### config.mk
export PLATFORM = sky130hd
export DESIGN_NAME = video_pattern_gen
export DESIGN_NICKNAME = d
export VERILOG_FILES = /design/src/rtl/video_pattern_gen.sv
export SDC_FILE = /design/constraint.sdc
export NUM_CORES = 1
export LEC_CHECK = 0
export ABC_CLOCK_PERIOD_IN_PS = 5040
export CORE_MARGIN = 2
export CORE_UTILIZATION = 56
export CTS_CLUSTER_SIZE = 12
export DETAILED_ROUTE_END_ITERATION = 8
export PLACE_DENSITY_LB_ADDON = 0.3
export SLEW_MARGIN = 20
export SYNTH_ARGS = -nofsm -noshare
export SYNTH_HDL_FRONTEND = slang
export SYNTH_SLANG_ARGS = --single-unit
### constraint.sdc
create_clock -name clk_i -period 5.04 [get_ports clk_i]
set_input_delay 0.756 -clock clk_i [delete_from_list [all_inputs] [get_ports clk_i]]
set_output_delay 0.756 -clock clk_i [all_outputs]
set_load 0.005 [all_outputs]
### src/rtl/video_pattern_gen.sv
// rtl/video_pattern_gen.sv - parametrised HDMI video timing and test-pattern source
//
// Purpose:
//   Generates HSYNC/VSYNC/DE timing (line/frame order: sync, back porch,
//   active, front porch) and one of four test patterns: solid colour,
//   eight colour bars, horizontal gradient, or a per-frame LFSR colour.
//   Every output is registered one cycle after the counter state that
//   decodes it, so all outputs stay mutually aligned.
//
// Optional feature macro: VIDEO_PATTERN_GEN_BORDER_EN
//   When defined, a 1-pixel white border around the active area overrides
//   the selected pattern.
//
// Ports:
//   clk_i          in   pixel clock
//   rst_i          in   asynchronous reset, active-high
//   en_i           in   generator enable (low: counters cleared, outputs idle)
//   pattern_sel_i  in   0 solid, 1 colour bars, 2 gradient, 3 LFSR frame colour
//   solid_color_i  in   {R,G,B} colour for pattern 0
//   hsync_o        out  horizontal sync, active level H_POL
//   vsync_o        out  vertical sync, active level V_POL
//   de_o           out  data enable
//   data_o         out  pixel data {R,G,B}, zero when de_o=0
//   x_o            out  active column, 0 outside active
//   y_o            out  active line, 0 outside active
//   frame_start_o  out  one-cycle pulse for counter state h=0, v=0

module video_pattern_gen #(
  parameter int H_ACTIVE = 1280,
  parameter int H_FP     = 110,
  parameter int H_SYNC   = 40,
  parameter int H_BP     = 220,
  parameter int V_ACTIVE = 720,
  parameter int V_FP     = 5,
  parameter int V_SYNC   = 5,
  parameter int V_BP     = 20,
  parameter int H_POL    = 1,
  parameter int V_POL    = 1,
  parameter int COLOR_W  = 8
) (
  input  logic                        clk_i,
  input  logic                        rst_i,
  input  logic                        en_i,
  input  logic [1:0]                  pattern_sel_i,
  input  logic [3*COLOR_W-1:0]        solid_color_i,
  output logic                        hsync_o,
  output logic                        vsync_o,
  output logic                        de_o,
  output logic [3*COLOR_W-1:0]        data_o,
  output logic [$clog2(H_ACTIVE)-1:0] x_o,
  output logic [$clog2(V_ACTIVE)-1:0] y_o,
  output logic                        frame_start_o
);

  localparam int H_TOTAL = H_SYNC + H_BP + H_ACTIVE + H_FP;
  localparam int V_TOTAL = V_SYNC + V_BP + V_ACTIVE + V_FP;
  localparam int HW      = $clog2(H_TOTAL);
  localparam int VW      = $clog2(V_TOTAL);
  localparam int XW      = $clog2(H_ACTIVE);
  localparam int YW      = $clog2(V_ACTIVE);
  localparam int CW      = 3 * COLOR_W;

  localparam logic [HW-1:0] H_LAST      = HW'(H_TOTAL - 1);
  localparam logic [VW-1:0] V_LAST      = VW'(V_TOTAL - 1);
  localparam logic [HW-1:0] H_SYNC_END  = HW'(H_SYNC);
  localparam logic [VW-1:0] V_SYNC_END  = VW'(V_SYNC);
  localparam logic [HW-1:0] H_ACT_START = HW'(H_SYNC + H_BP);
  localparam logic [VW-1:0] V_ACT_START = VW'(V_SYNC + V_BP);
  // One extra bit so the end bound stays representable even with a zero front porch.
  localparam logic [HW:0]   H_ACT_END   = (HW+1)'(H_SYNC + H_BP + H_ACTIVE);
  localparam logic [VW:0]   V_ACT_END   = (VW+1)'(V_SYNC + V_BP + V_ACTIVE);
  localparam logic [XW-1:0] BAR_W       = XW'(H_ACTIVE / 8);

  localparam logic          HS_ON       = (H_POL != 0);
  localparam logic          VS_ON       = (V_POL != 0);
  localparam logic [31:0]   LFSR_SEED   = 32'hACE12468;
  localparam logic [COLOR_W-1:0] MAX    = {COLOR_W{1'b1}};

  logic [HW-1:0]      h_cnt;
  logic [VW-1:0]      v_cnt;
  logic [1:0]         sh_pat;
  logic [CW-1:0]      sh_col;
  logic [31:0]        lfsr;

  logic               frame_first;
  logic               frame_last;
  logic               h_sync_act;
  logic               v_sync_act;
  logic               h_act;
  logic               v_act;
  logic               act;
  logic [XW-1:0]      x;
  logic [YW-1:0]      y;
  logic [2:0]         bar;
  logic [2:0]         bar_rgb;
  logic [COLOR_W-1:0] grad;
  logic [CW-1:0]      pix;
  logic [CW-1:0]      pix_out;
  logic               lfsr_fb;

  assign frame_first = (h_cnt == '0) && (v_cnt == '0);
  assign frame_last  = (h_cnt == H_LAST) && (v_cnt == V_LAST);

  assign h_sync_act  = (h_cnt < H_SYNC_END);
  assign v_sync_act  = (v_cnt < V_SYNC_END);
  assign h_act       = (h_cnt >= H_ACT_START) && ({1'b0, h_cnt} < H_ACT_END);
  assign v_act       = (v_cnt >= V_ACT_START) && ({1'b0, v_cnt} < V_ACT_END);
  assign act         = h_act && v_act;

  // Active-relative coordinates; only meaningful while act is high.
  assign x           = XW'(h_cnt - H_ACT_START);
  assign y           = YW'(v_cnt - V_ACT_START);

  assign bar         = 3'(x / BAR_W);
  assign lfsr_fb     = lfsr[31] ^ lfsr[21] ^ lfsr[1] ^ lfsr[0];

  // Gradient wraps every 2^COLOR_W pixels; narrow x is zero-extended.
  generate
    if (XW >= COLOR_W) begin : g_grad_trunc
      assign grad = x[COLOR_W-1:0];
    end else begin : g_grad_ext
      assign grad = {{(COLOR_W-XW){1'b0}}, x};
    end
  endgenerate

  // Bar colour as {R,G,B} on/off flags: white, yellow, cyan, green,
  // magenta, red, blue, black.
  always_comb begin
    bar_rgb = 3'b000;
    case (bar)
      3'd0:    bar_rgb = 3'b111;
      3'd1:    bar_rgb = 3'b110;
      3'd2:    bar_rgb = 3'b011;
      3'd3:    bar_rgb = 3'b010;
      3'd4:    bar_rgb = 3'b101;
      3'd5:    bar_rgb = 3'b100;
      3'd6:    bar_rgb = 3'b001;
      default: bar_rgb = 3'b000;
    endcase
  end

  always_comb begin
    pix = '0;
    case (sh_pat)
      2'd0:    pix = sh_col;
      2'd1:    pix = {{COLOR_W{bar_rgb[2]}}, {COLOR_W{bar_rgb[1]}}, {COLOR_W{bar_rgb[0]}}};
      2'd2:    pix = {grad, grad, grad};
      default: pix = lfsr[CW-1:0];
    endcase
  end

`ifdef VIDEO_PATTERN_GEN_BORDER_EN
  localparam logic [XW-1:0] X_LAST = XW'(H_ACTIVE - 1);
  localparam logic [YW-1:0] Y_LAST = YW'(V_ACTIVE - 1);
  logic border;
  assign border  = (x == '0) || (x == X_LAST) || (y == '0) || (y == Y_LAST);
  assign pix_out = border ? {MAX, MAX, MAX} : pix;
`else
  assign pix_out = pix;
`endif

  // Timing counters: h wraps each line, v steps on the last pixel of a line.
  always_ff @(posedge clk_i or posedge rst_i) begin
    if (rst_i) begin
      h_cnt <= '0;
      v_cnt <= '0;
    end else if (!en_i) begin
      h_cnt <= '0;
      v_cnt <= '0;
    end else if (h_cnt == H_LAST) begin
      h_cnt <= '0;
      v_cnt <= (v_cnt == V_LAST) ? '0 : v_cnt + 1'b1;
    end else begin
      h_cnt <= h_cnt + 1'b1;
    end
  end

  // Pattern/colour are captured only at the first cycle of a frame so a
  // mid-frame change never tears the picture. The LFSR steps on the last
  // cycle of the frame, so each frame sees one stable colour.
  always_ff @(posedge clk_i or posedge rst_i) begin
    if (rst_i) begin
      sh_pat <= '0;
      sh_col <= '0;
      lfsr   <= LFSR_SEED;
    end else if (!en_i) begin
      lfsr   <= LFSR_SEED;
    end else begin
      if (frame_first) begin
        sh_pat <= pattern_sel_i;
        sh_col <= solid_color_i;
      end
      if (frame_last) begin
        lfsr <= {lfsr[30:0], lfsr_fb};
      end
    end
  end

  // Output register stage: one cycle after the decoding counter state.
  always_ff @(posedge clk_i or posedge rst_i) begin
    if (rst_i) begin
      hsync_o       <= ~HS_ON;
      vsync_o       <= ~VS_ON;
      de_o          <= 1'b0;
      data_o        <= '0;
      x_o           <= '0;
      y_o           <= '0;
      frame_start_o <= 1'b0;
    end else if (!en_i) begin
      hsync_o       <= ~HS_ON;
      vsync_o       <= ~VS_ON;
      de_o          <= 1'b0;
      data_o        <= '0;
      x_o           <= '0;
      y_o           <= '0;
      frame_start_o <= 1'b0;
    end else begin
      hsync_o       <= h_sync_act ? HS_ON : ~HS_ON;
      vsync_o       <= v_sync_act ? VS_ON : ~VS_ON;
      de_o          <= act;
      data_o        <= act ? pix_out : '0;
      x_o           <= act ? x : '0;
      y_o           <= act ? y : '0;
      frame_start_o <= frame_first;
    end
  end

endmodule

# --- Word-level counts from Yosys, hierarchy flattened ---
# Cells that the tools add are included.
totals:
  ff_bits: 128
  latchBits: 0
  mem_bits_rw: 0
  romBits: 0
  out_inout_bits: 49
  word_cells: 69
  n_memories: 0
classes:
  n_addsub: 4
  mul: 0
  n_div: 1
  magnitude_cmp: 6
  n_eq_ne: 12
  shifts: 0
  mux: 21
  bitwise_logic: 3
  reduce_logical: 10
op_table:
  columns: ["operator", "n"]
  rows:
  - ["case mux 24 bit (3 select lines)", 1]
  - ["2-to-1 mux 32 bit", 2]
  - ["2-to-1 mux 10 bit", 5]
  - ["2-to-1 mux 24 bit", 2]
  - ["2-to-1 mux 11 bit", 4]
  - ["case mux 3 bit (7 select lines)", 1]
  - ["adder 11 x 1 -> 11 bit, second input constant", 1]
  - ["divider 11 x 8 -> 11 bit, second input constant", 1]
  - ["equality test 11 bit, second input constant", 1]
  - ["greater-or-equal comparator 11 x 9 -> 1 bit, second input constant", 1]
  - ["zero test 11 bit", 1]
  - ["< comparator 11 bit, second input constant", 1]
  - ["< comparator 11 x 6 -> 1 bit, second input constant", 1]
  - ["subtractor 11 x 9 -> 11 bit, second input constant", 1]
  - ["adder 10 x 1 -> 10 bit, second input constant", 1]
  - ["equality test 10 bit, second input constant", 1]
  - ["greater-or-equal comparator 10 x 5 -> 1 bit, second input constant", 1]
  - ["zero test 10 bit", 1]
  - ["< comparator 10 bit, second input constant", 1]
  - ["< comparator 10 x 3 -> 1 bit, second input constant", 1]
  - ["subtractor 10 x 5 -> 10 bit, second input constant", 1]
  - ["equality test 3 bit, second input constant", 3]
  - ["equality test 3 x 2 -> 1 bit, second input constant", 2]
  - ["2-to-1 mux 1 bit", 6]
  - ["other kinds (9)", 16]

# --- Logic depth before layout (Yosys ltp) ---
depth:
  word_depth: 7
  ltp_mapped: 12
  ltp_nobuf: 10

# --- Least setup slack after synthesis ---
# OpenSTA, ideal clock, no wires.
synth_timing:
  path_kind: "register -> register"
  from: "register h_cnt[2]"
  to: "register data_o[16]"
  setup_ns: 0.094
  arrival_ns: 2.900
  slack_ns: 2.046
  stages_incl_launch_ff: 13
  n_path_buf: 2
  cell_sequence: "dfrtp_1 -> buf_2 -> inv_1 -> ha_1 -> or3b_2 -> nor3_1 -> nor3_1 -> and2_1 -> clkbuf_1 -> o21ba_4 -> a2111oi_4 -> o21ai_4 -> a221oi_2"
synth_via:
  elab_chain_cells: 7
  elab_cells_between_ends: 17
synth_rtl:
  columns: ["element", "line", "rtl"]
  rows:
  - ["from (decl)", "79", "logic [HW-1:0] h_cnt;"]
  - ["from (signal assigned)", "174", "h_cnt <= h_cnt + 1'b1;"]
  - ["subtractor 11 x 9 -> 11 bit", "111", "assign x = XW'(h_cnt - H_ACT_START);"]
  - ["divider 11 x 8 -> 11 bit", "114", "assign bar = 3'(x / BAR_W);"]
  - ["equality test 3 bit (tied with other cells)", "130", "case (bar)"]
  - ["case mux 3 bit (7 select lines)", "130", null]
  - ["case mux 24 bit (3 select lines)", "144", "case (sh_pat)"]
  - ["2-to-1 mux 24 bit (*)", "221", "data_o <= act ? pix_out : '0;"]
  - ["2-to-1 mux 24 bit (*)", "209", "end else if (!en_i) begin"]
  - ["to (signal assigned)", "221", null]
  - ["to (decl)", "49", "output logic [3*COLOR_W-1:0] data_o,"]
# Every way passes the cells marked *; elsewhere a longest branch is shown, timed or not.
# A chain may end at the register's enable or synchronous reset.

# --- Final worst setup path ---
layout_timing:
  from: "register h_cnt[2]"
  to: "register data_o[20]"
# The elaborated chain is that of the path after synthesis.

==> impl_results.md <==
- Status: completed
- WP data required: 5.37 ns
- Yosys warns: 0
- Post_cts resized: 0
- Post-route cell area: 7760 µm²
- Final hold vios: 0
- CP Class: reg2reg
- Nets@finish: 791
- Core Rows: 38
- Share of cells above drive strength 1: 0.1022
- DR vias/cell: 5.922
- Residual DRC: 0
- Avg Inst Size Synth: 9.125 µm²
- DP Wirelength: 10520 µm
- Fmax: 293.9 MHz
- Wire length per cell: 17.81 µm
- Cell with the most instances after synthesis: nand2_1
- CP Launch Type: register
- Area Overhead vs Synth: 22.71%
- Clock buffer depth: 2
- Starting DRT DRC Count: 436
- FF+latch count, synth: 128
- Vias in the first global route: 5119
- Leak Pwr: 3.431 nW
- CP arrival: 3.73 ns
- Antenna violations before repair: 0
- CTS tree: yes
- DRT Wirelength: 16080 µm
- Die height: 110.3 µm
- Post-synth top area share: 0.4551
- Area of the mapped netlist: 6324 µm²
- Vias: 5348
- Clock Latency Late Sink: 0.42 ns
- Synthesized net count: 734
- Cts bufs inserted: 17
- Synth Flop Type: dfrtp_1
- Final worst path period share: 0.6750
- Post-Place Cell Area: 7146 µm²
- Boundary Pins: 78
- GR Overflow Total: 0
- Drt pass-1 iters: 5
- Sequential area share after synthesis: 0.5091
- Setup violators final: 0
- CTS root buffer: clkbuf_16
- Layout Skew: 0.005968 ns
- Antenna Nets Post-Route: 0
- Min cycle time layout: 3.402 ns
- Routability-driven placement congestion ratio: 0.9875
- H-tree depth: 4
- Post-CTS setup buffers: 0
- Largest net degree at the start of global routing: 68
- Crit. End Element: register
- Asr flop ratio synth: 1.000
- PortBufs: 77
- # clock sinks: 128
- Post-Layout Cell Count: 903
- Post-synth top area cell: dfrtp_1
- Max-Cap Viols: 0
- Count of cell types in the netlist: 58
- Setup Slack @ Placement: 1.492 ns
- Worst hold path type: reg2reg
- Slew margin rel.: 0.3159
- Crit Path Max Fanout: 12
- Placed cells: 871
- Total negative slack: 0 ns
- Pwr per Cell Area: 360.0 nW/µm²
- VDD IR max: 225.2 µV
- Worst-path clk slew: 0.06 ns
- Die X: 110.3 µm
- Post-synth top cells: nand2_1, dfrtp_1, nor2_1
- First-pass GRT wire length: 25670 µm
- Worst slew pin tran: 1.026 ns
- RSZ-0062 raised after global routing: no
- CORE AREA: 10940 µm²
- CTS Hold Buffers Added: 0
- GRT Total Usage: 0.2841
- Die Area: 12160 µm²
- Synth Instances: 693
- Diodes inserted: 0
- Fin. max-slew vios: 0
- Post-route setup slack: 1.638 ns
- Number of synthesized flops with an enable pin: 0
- Starting Density: 0.5783
- Area contributors post-synth: dfrtp_1, nand2_1, dfstp_2
## state kept, by name, summed over array words and instances (netlist names)
signal	flops
lfsr	32
data_o	24
sh_col	24
h_cnt	11
x_o	11
v_cnt	10
y_o	10
sh_pat	2
de_o	1
frame_start_o	1
hsync_o	1
vsync_o	1
## worst max-delay path, stage by stage (launching register included)
cell       delay [ns]
dfrtp_1          0.54
inv_1            0.19
ha_1             0.28
nor3b_2          0.34
a21oi_1          0.20
nor3_1           0.47
and2_1           0.34
nor2_2           0.15
a2111oi_4        0.37
o21ai_4          0.18
a221oi_2         0.23
## routing by layer
metal  vias up  wire (µm)  part of all wire  GRT usage
li1       2462          -                 -          -
met1      2617       6617              0.41     0.3737
met2       236       7857              0.49     0.4518
met3        33       1168             0.073    0.06584
met4         0        434             0.027     0.1250
met5         -          0                 0          0
## power by group
part | internal (mW) | switching (mW) | leakage [nW] | total [mW]
registers | 1.08 | 0.0555 | 1.70 | 1.14
clock network | 0.835 | 0.431 | 0.293 | 1.27
logic | 0.125 | 0.263 | 1.44 | 0.388
total | 2.04 | 0.750 | 3.43 | 2.79
## logic make-up (layout without fill, tap and decap cells)
family                     after synthesis  count (layout)  synth area share
AOI/OAI and AO/OA                      145             145            0.1674
xor gates and xnor gates                34              34           0.04709
adders and majority gates               12              12           0.02374
buffers and inverters                   61             131           0.03660
DFF                                    128             128            0.5091
and+or+nand+nor                        313             313            0.2161
## cell type report
class                      count  area [µm²]
inverter                      16       62.56
fill                         846        3176
tap                          140       175.2
multi-input combinational    504        2874
sequential                   128        3219
clock buffer                  21       450.4
timing repair buffer          83       815.8
clock inverter                11       162.7
## stage by stage
stage / util / power, mW / hold WS, ns
CTS: 0.7095 / 2.797 / 0.4874
global route: 0.7096 / 2.906 / 0.4993
finish: 0.7096 / 2.793 / 0.4860
floorplan: - / 1.409 / 0.4403
detailed placement: 0.6534 / 1.524 / 0.4627
global placement: 0.6534 / 1.512 / 0.4571
## cell usage in the layout, fill, tap and decap left out, types with 6 or more instances in the layout
cell,n
a211oi_1,8
a21boi_0,19
a21oi_1,27
a221oi_1,6
a221oi_2,7
a31oi_1,12
buf_4,6
clkbuf_16,17
clkdlybuf4s50_1,77
dfrtp_1,115
dfstp_2,13
ha_1,12
inv_1,14
nand2_1,165
nand3_1,27
nor2_1,69
nor3_1,17
o21ai_0,37
or2_2,6
xnor2_1,19
xor2_1,15
## final timing paths
| path | from | end | slack [ns] | cells past startpoint |
|---|---|---|---|---|
| max in group asynchronous | rst_i | lfsr[3] | 3.25 | 3 |
| max reg2reg | h_cnt[2] | data_o[20] | 1.64 | 10 |
| min in group asynchronous | rst_i | sh_col[1] | 0.85 | 2 |
| min reg2reg | lfsr[26] | lfsr[27] | 0.49 | 2 |
| max | h_cnt[2] | data_o[20] | 1.64 | 10 |
| min | lfsr[26] | lfsr[27] | 0.49 | 2 |
Power figures use the tool's default switching activity.
